===== src/rtl/irq_ctrl.sv =====
// rtl/irq_ctrl.sv - Wishbone interrupt controller: pending/mask/vector/mode registers, lowest-index priority
// Optional macro IRQ_CTRL_SYNC_EN adds a two-flop synchronizer ahead of the input register.
module irq_ctrl #(
    parameter int NIRQ = 6
) (
    input  logic            clk_i,
    input  logic            rst_i,
    input  logic            cyc_i,
    input  logic            stb_i,
    input  logic            we_i,
    input  logic [1:0]      adr_i,
    input  logic [3:0]      sel_i,
    input  logic [31:0]     dat_i,
    output logic [31:0]     dat_o,
    output logic            ack_o,
    input  logic [NIRQ-1:0] irq_i,
    output logic            irq_o,
    output logic [2:0]      irq_num_o
);

    localparam logic [1:0] ADR_PENDING = 2'd0;
    localparam logic [1:0] ADR_MASK    = 2'd1;
    localparam logic [1:0] ADR_VECTOR  = 2'd2;
    localparam logic [1:0] ADR_MODE    = 2'd3;

    logic            req;
    logic            wr_en;
    logic [NIRQ-1:0] irq_src;
    logic [NIRQ-1:0] irq_s;
    logic [NIRQ-1:0] irq_d;
    logic [1:0]      prime;
    logic [NIRQ-1:0] rise;
    logic [NIRQ-1:0] w1c;
    logic [NIRQ-1:0] pending;
    logic [NIRQ-1:0] pending_nxt;
    logic [NIRQ-1:0] mask;
    logic [NIRQ-1:0] mode;
    logic [NIRQ-1:0] active;
    logic [2:0]      prio_num;
    logic [31:0]     rd_data;
    logic            unused_bits;

    assign unused_bits = ^{sel_i[3:1], dat_i[31:NIRQ]};

    // A strobe held across an ack is ignored for that cycle, giving one ack every second cycle.
    assign req   = cyc_i & stb_i & ~ack_o;
    assign wr_en = req & we_i & sel_i[0];

`ifdef IRQ_CTRL_SYNC_EN
    logic [NIRQ-1:0] sync_q1;
    logic [NIRQ-1:0] sync_q2;

    always_ff @(posedge clk_i) begin
        if (rst_i) begin
            sync_q1 <= '0;
            sync_q2 <= '0;
        end else begin
            sync_q1 <= irq_i;
            sync_q2 <= sync_q1;
        end
    end

    assign irq_src = sync_q2;
`else
    assign irq_src = irq_i;
`endif

    // prime[1] stays low until irq_d holds a real sample, so a level present
    // straight out of reset is not mistaken for a rising edge.
    always_ff @(posedge clk_i) begin
        if (rst_i) begin
            irq_s <= '0;
            irq_d <= '0;
            prime <= '0;
        end else begin
            irq_s <= irq_src;
            irq_d <= irq_s;
            prime <= {prime[0], 1'b1};
        end
    end

    assign rise = irq_s & ~irq_d & {NIRQ{prime[1]}};
    assign w1c  = (wr_en && adr_i == ADR_PENDING) ? dat_i[NIRQ-1:0] : '0;

    // Edge bits: set beats clear. Level bits simply track irq_s and ignore W1C.
    assign pending_nxt = (mode & ((pending & ~w1c) | rise)) | (~mode & irq_s);
    assign active      = pending & mask;

    always_comb begin
        prio_num = '0;
        for (int i = NIRQ - 1; i >= 0; i--) begin
            if (active[i]) begin
                prio_num = 3'(i);
            end
        end
    end

    always_comb begin
        rd_data = '0;
        case (adr_i)
            ADR_PENDING: rd_data[NIRQ-1:0] = pending;
            ADR_MASK:    rd_data[NIRQ-1:0] = mask;
            ADR_VECTOR:  rd_data = {irq_o, 28'd0, irq_num_o};
            ADR_MODE:    rd_data[NIRQ-1:0] = mode;
            default:     rd_data = '0;
        endcase
    end

    always_ff @(posedge clk_i) begin
        if (rst_i) begin
            pending   <= '0;
            mask      <= '0;
            mode      <= '0;
            irq_o     <= 1'b0;
            irq_num_o <= '0;
            ack_o     <= 1'b0;
            dat_o     <= '0;
        end else begin
            pending   <= pending_nxt;
            irq_o     <= |active;
            irq_num_o <= prio_num;
            ack_o     <= req;
            if (req) begin
                dat_o <= rd_data;
            end
            if (wr_en && adr_i == ADR_MASK) begin
                mask <= dat_i[NIRQ-1:0];
            end
            if (wr_en && adr_i == ADR_MODE) begin
                mode <= dat_i[NIRQ-1:0];
            end
        end
    end

endmodule


===== config.mk =====
export PLATFORM = sky130hd
export DESIGN_NAME = irq_ctrl
export DESIGN_NICKNAME = d
export VERILOG_FILES = /design/src/rtl/irq_ctrl.sv
export SDC_FILE = /design/constraint.sdc
export NUM_CORES = 1
export LEC_CHECK = 0
export ABC_AREA = 1
export CAP_MARGIN = 20
export CORE_ASPECT_RATIO = 1.5
export CORE_MARGIN = 1.5
export CORE_UTILIZATION = 30
export DETAILED_ROUTE_END_ITERATION = 10
export GPL_TIMING_DRIVEN = 1
export MAX_ROUTING_LAYER = met4
export PLACE_DENSITY_LB_ADDON = 0.05
export SLEW_MARGIN = 20
export SYNTH_ARGS = -nofsm -noshare
export SYNTH_HDL_FRONTEND = slang
export SYNTH_SLANG_ARGS = --single-unit

===== constraint.sdc =====
create_clock -name clk_i -period 3.8 [get_ports clk_i]
set_input_delay 1.14 -clock clk_i [delete_from_list [all_inputs] [get_ports clk_i]]
set_output_delay 1.14 -clock clk_i [all_outputs]
set_load 0.02 [all_outputs]

**Word-level counts from Yosys, hierarchy flattened**

Index checks and enable logic that the tools add are counted.

- Register bits after elaboration: 69
- Bits of input ports: 49
- Output and inout port bits: 37
- Logic and storage cells: 49

- Equal/unequal tests: 3
- Mux-type cells: 9
- Bitwise operators: 16
- Reductions and logical operators: 8

Operators by type and width:

| kind | count |
|---|---|
| $and 6x6->6 | 6 |
| $mux 26 | 1 |
| $pmux 6 s4 | 1 |
| $not 6->6 | 3 |
| $or 6x6->6 | 2 |
| $mux 3 | 2 |
| $mux 6 | 1 |
| $reduce_or 6->1 | 1 |
| $reduce_or 5->1 | 1 |
| $and 1x1->1 | 4 |
| $eq 2x2->1 const B | 2 |
| $mux 2 | 2 |
| $logic_and 1x1->1 | 3 |
| $reduce_or 3->1 | 1 |
| $eq 2x1->1 const B | 1 |
| $logic_not 2->1 | 1 |
| $mux 1 | 2 |
| $reduce_or 2->1 | 1 |
| $not 1->1 | 1 |

**Logic depth before layout (Yosys ltp)**

- Depth after elaboration: 11
- Depth in mapped cells: 8
- Depth with buffers taken out: 7

**Worst setup path after synthesis**

Ideal clock, no wire load.

- Path type: input-to-reg
- From: input adr_i[1]
- To: register pending[0]
- Setup time: 0.112 ns
- Arrival time: 1.868 ns
- Required time: 3.688 ns
- Slack: 1.820 ns
- Stages: 7
- Path buffers: 1
- Cells stage by stage: buf_2 -> nor2_2 -> inv_2 -> nor2_2 -> nand2_1 -> nand2_1 -> nand2_1

- Longest elaborated chain between the ends: 8

RTL lines:

| element | RTL line | RTL |
|---|---|---|
| start: declaration | 11 | `input logic [1:0] adr_i,` |
| $logic_not 2->1 | 83 | `assign w1c = (wr_en && adr_i == ADR_PENDING) ? dat_i[NIRQ-1:0] : '0;` |
| $logic_and 1x1->1 | 83 |  |
| $mux 6 | 83 |  |
| $not 6->6 | 86 | `assign pending_nxt = (mode & ((pending & ~w1c) \| rise)) \| (~mode & irq_s);` |
| $and 6x6->6 | 86 |  |
| $or 6x6->6 | 86 |  |
| $and 6x6->6 | 86 |  |
| $or 6x6->6 | 86 |  |
| end signal: assignment | 119 | `pending <= pending_nxt;` |
| end: declaration | 34 | `logic [NIRQ-1:0] pending;` |

No other way between the ends.
A chain may end at the register's enable or synchronous reset.

**Worst setup path after layout**

- From: input cyc_i
- To: register pending[3]

- Longest elaborated chain between the ends: 11

RTL lines:

| element | RTL line | RTL |
|---|---|---|
| start: declaration | 8 | `input logic cyc_i,` |
| $and 1x1->1 (2 in a row) | 46 | `assign req = cyc_i & stb_i & ~ack_o;` |
| $and 1x1->1 (2 in a row) | 47 | `assign wr_en = req & we_i & sel_i[0];` |
| $logic_and 1x1->1 | 83 |  |
| $mux 6 | 83 |  |
| $not 6->6 | 86 |  |
| $and 6x6->6 | 86 |  |
| $or 6x6->6 | 86 |  |
| $and 6x6->6 | 86 |  |
| $or 6x6->6 | 86 |  |

No other way between the ends.

==> metrics.md <==
| Metric | Value |
|---|---|
| Status | complete, no violations |
| Setup bufs post-CTS | 0 |
| Final WS setup | approximately 1.3 ns |
| Area of the core | 6530 sq um |
| I/O pin cnt | 86 |
| CTS Buf Count | 5 |
| Vias per cell | slightly above 4 |
| Die H | ~100 microns |
| Final setup violation count | 0 |
| # H-tree levels | 2 |
| Clock Sinks | 44 |
| Starting DRT DRC Count | 68 |
| Largest net degree at the start of global routing | 26 |
| Final Util | between 30% and 40% |
| WP data required | 3.99 ns |
| Top-count cell post-synth | nand2_1 |
| Startpoint Class | input port |
| Post-route ant nets | 0 |
| Die area | 7320 sq um |
| Setup_tns | 0 ns |
| Max FO, Critical Path | 10 |
| Vias | 1706 |
| Total Wirelength | approximately 4400 microns |
| Clock Path Buffers | 2 |
| Final period utilization | 64.9% |
| CP endpoint | pending[3] |
| Share of the synthesized area in the top cell type | 43.1% |
| Final Max Tran Viols | 0 |
| Initial antenna violation count | 0 |
| CTS root buf | clkbuf_8 |
| Crit path from | cyc_i |
| Hold depth | 2 |
| Clk network pwr share | between 30% and 40% |
| #FFs+latches synth | 44 |
| Sequential power share | 55.0% |
| Fin nets | 385 |
| CTS tree | done |
| Kind of critical path | input port to register |
| Synth Area per Inst | 6.72 sq um |
| Number of synthesized flops with an enable pin | 0 |
| Register-to-Register Path Depth | 6 |
| Starting Density | 31.3% |
| IR drop worst, VDD | ~0.00015 V |
| Synth top cells by count | 89 x nand2_1, 50 x inv_1, 44 x dfxtp_1 |
| DP HPWL | 3310 microns |
| TritonRoute pass-1 iters | 4 |
| CP endpoint kind | register |
| Area contributors post-synth | dfxtp_1 43%, nand2_1 16%, buf_4 9.2% |
| Top FF cell, synth | dfxtp_1 |
| Least-Margin Pin Slew | 0.607 ns |
| DRC | 0 |
| Relative slew slack | 59.5% |
| Reg2reg setup slack | between 2 and 2.5 ns |
| Sequential area share after synthesis | 43.1% |
| Overall Global Routing Usage | 13.3% |
| Number of global-route vias before repair | 1490 |
| Gate power share | 12.2% |
| GPL Wtd Cong | 0.794 |
| Power Density | about 360 nW/um^2 |
| GRT Residual Overflow | 0 |
| # hold bufs at CTS | 0 |
| Tot Pwr | 877 uW |
| FILL cells | 721 |
| WL/cell | 10.7 microns |
| Max frequency | roughly 400 MHz |
| Post-CTS resize count | 0 |
| Skew final | 0.00663 ns |
| MaxCap Viol Count | 0 |
| Internal power | about 640 uW |
| Std-Cell Rows | 36 |
| Min Tclk post-route | approximately 2.5 ns |
| First-pass GRT wire length | 7450 microns |
| Ys async rst share | 0% |
| Layout cells sized above 1 | 4.76% |
| Clock transition at path regs | 0.08 ns |
| Post-Syn Instances | 304 |
| Worst R2R End | pending[3] |
| Worst Hold Class | register to register |
| Cell taking the most area after synthesis | dfxtp_1 |
| Yosys warns | 0 |
| RSZ-0062 raised after global routing | false |
| Distinct cells, synth | 22 |
| Hold Vio Cnt, Final | 0 |
| P_leak | 1.14 nW |
| Pre-CTS WS | 0.938 ns |
| N_diodes | 0 |
| Reg-to-reg startpoint | ack_o |
| Net Switching | about 240 uW |
| Die width | around 70 microns |
| I/O Buffers | 31 |
| Worst path arrival time | approximately 2.7 ns |
| Synthesis-to-layout area growth | 17.9% |
| Switching Share | 27.1% |
| Mapped cell area | about 2000 sq um |
| HP Start | prime[0] |
| Worst skew pair latency | 0.30 ns |
==> power groups by stage <==
stage,clock (mW),combinational (mW),sequential (mW)
2_1_floorplan,0,0.0822,0.497
3_3_place_gp,0,0.108,0.493
3_5_place_dp,0,0.108,0.493
4_1_cts,0.302,0.109,0.483
5_1_grt,0.323,0.121,0.485
6_report,0.288,0.107,0.482
==> state kept, by name, summed over array words and instances, names as in the netlist <==
signal / flops
ack_o: 1
prime: 2
mask: 6
irq_num_o: 3
mode: 6
dat_o: 7
irq_d: 6
irq_o: 1
pending: 6
irq_s: 6
==> cell families (layout without fill, tap and decap cells) <==
logic type / after synthesis / after routing / synth area share (%)
AO/OA/AOI/OAI: 27 / 27 / 7.23
flip-flops: 44 / 44 / 43.1
buffers and inverters: 84 / 92 / 20.6
AND/OR/NAND/NOR: 148 / 148 / 28.8
other: 1 / 25 / 0.184
==> how the worst min path moves through the flow <==
| stage | end | slack (ns) |
|---|---|---|
| 2_1_floorplan | prime[1] | 0.39 |
| 3_3_place_gp | prime[1] | 0.39 |
| 3_5_place_dp | prime[1] | 0.40 |
| 4_1_cts | prime[1] | 0.41 |
| 5_1_grt | prime[1] | 0.42 |
| 6_report | prime[1] | 0.41 |
==> through the flow <==
step,cell area [sq um],cells,hold WS (ns)
6_report,2410,412,0.408
5_1_grt,2410,412,0.424
4_1_cts,2410,412,0.410
3_5_place_dp,2330,405,0.398
3_3_place_gp,2330,405,0.391
2_1_floorplan,2130,328,0.388
==> layer usage <==
layer  vias up  GRT usage, %  wire [microns]
li1        917             -               -
met1       731          16.0            1950
met2        52          21.8            2190
met3         6          3.00             199
met4         0          4.53              72
met5         -             -               0
==> worst max-delay path: stages <==
cell             delay, ns
clkdlybuf4s50_1       0.45
nand2_1               0.06
nor2_2                0.35
nand2_1               0.17
nor2_2                0.28
nand2_1               0.09
nand2_1               0.07
nand2_1               0.04
==> area by class of cell <==
cell class / count / area (sq um) / area share [%]
multi-input combinational: 200 / 831 / 34.5
clock inverter: 2 / 12.5 / 0.519
clock buffer: 5 / 68.8 / 2.86
timing repair buffer: 33 / 325 / 13.5
sequential: 44 / 881 / 36.6
inverter: 52 / 195 / 8.10
tap: 76 / 95.1 / 3.95
==> cell usage in the layout, fill, tap and decap left out <==
cell	instances
nor2_2	4
inv_2	2
conb_1	25
nand3_2	1
nand2_1	89
o21bai_1	3
a21oi_1	6
nand4_1	2
clkdlybuf4s50_1	31
buf_4	2
clkbuf_8	5
nor3_1	4
o22ai_1	1
inv_1	50
clkinv_2	1
nand3_1	6
o21ai_0	14
o21ai_1	1
clkinvlp_4	1
a31oi_1	1
nor2_1	42
dfxtp_1	44
a21boi_0	1
(Power assumes the default switching activity.)
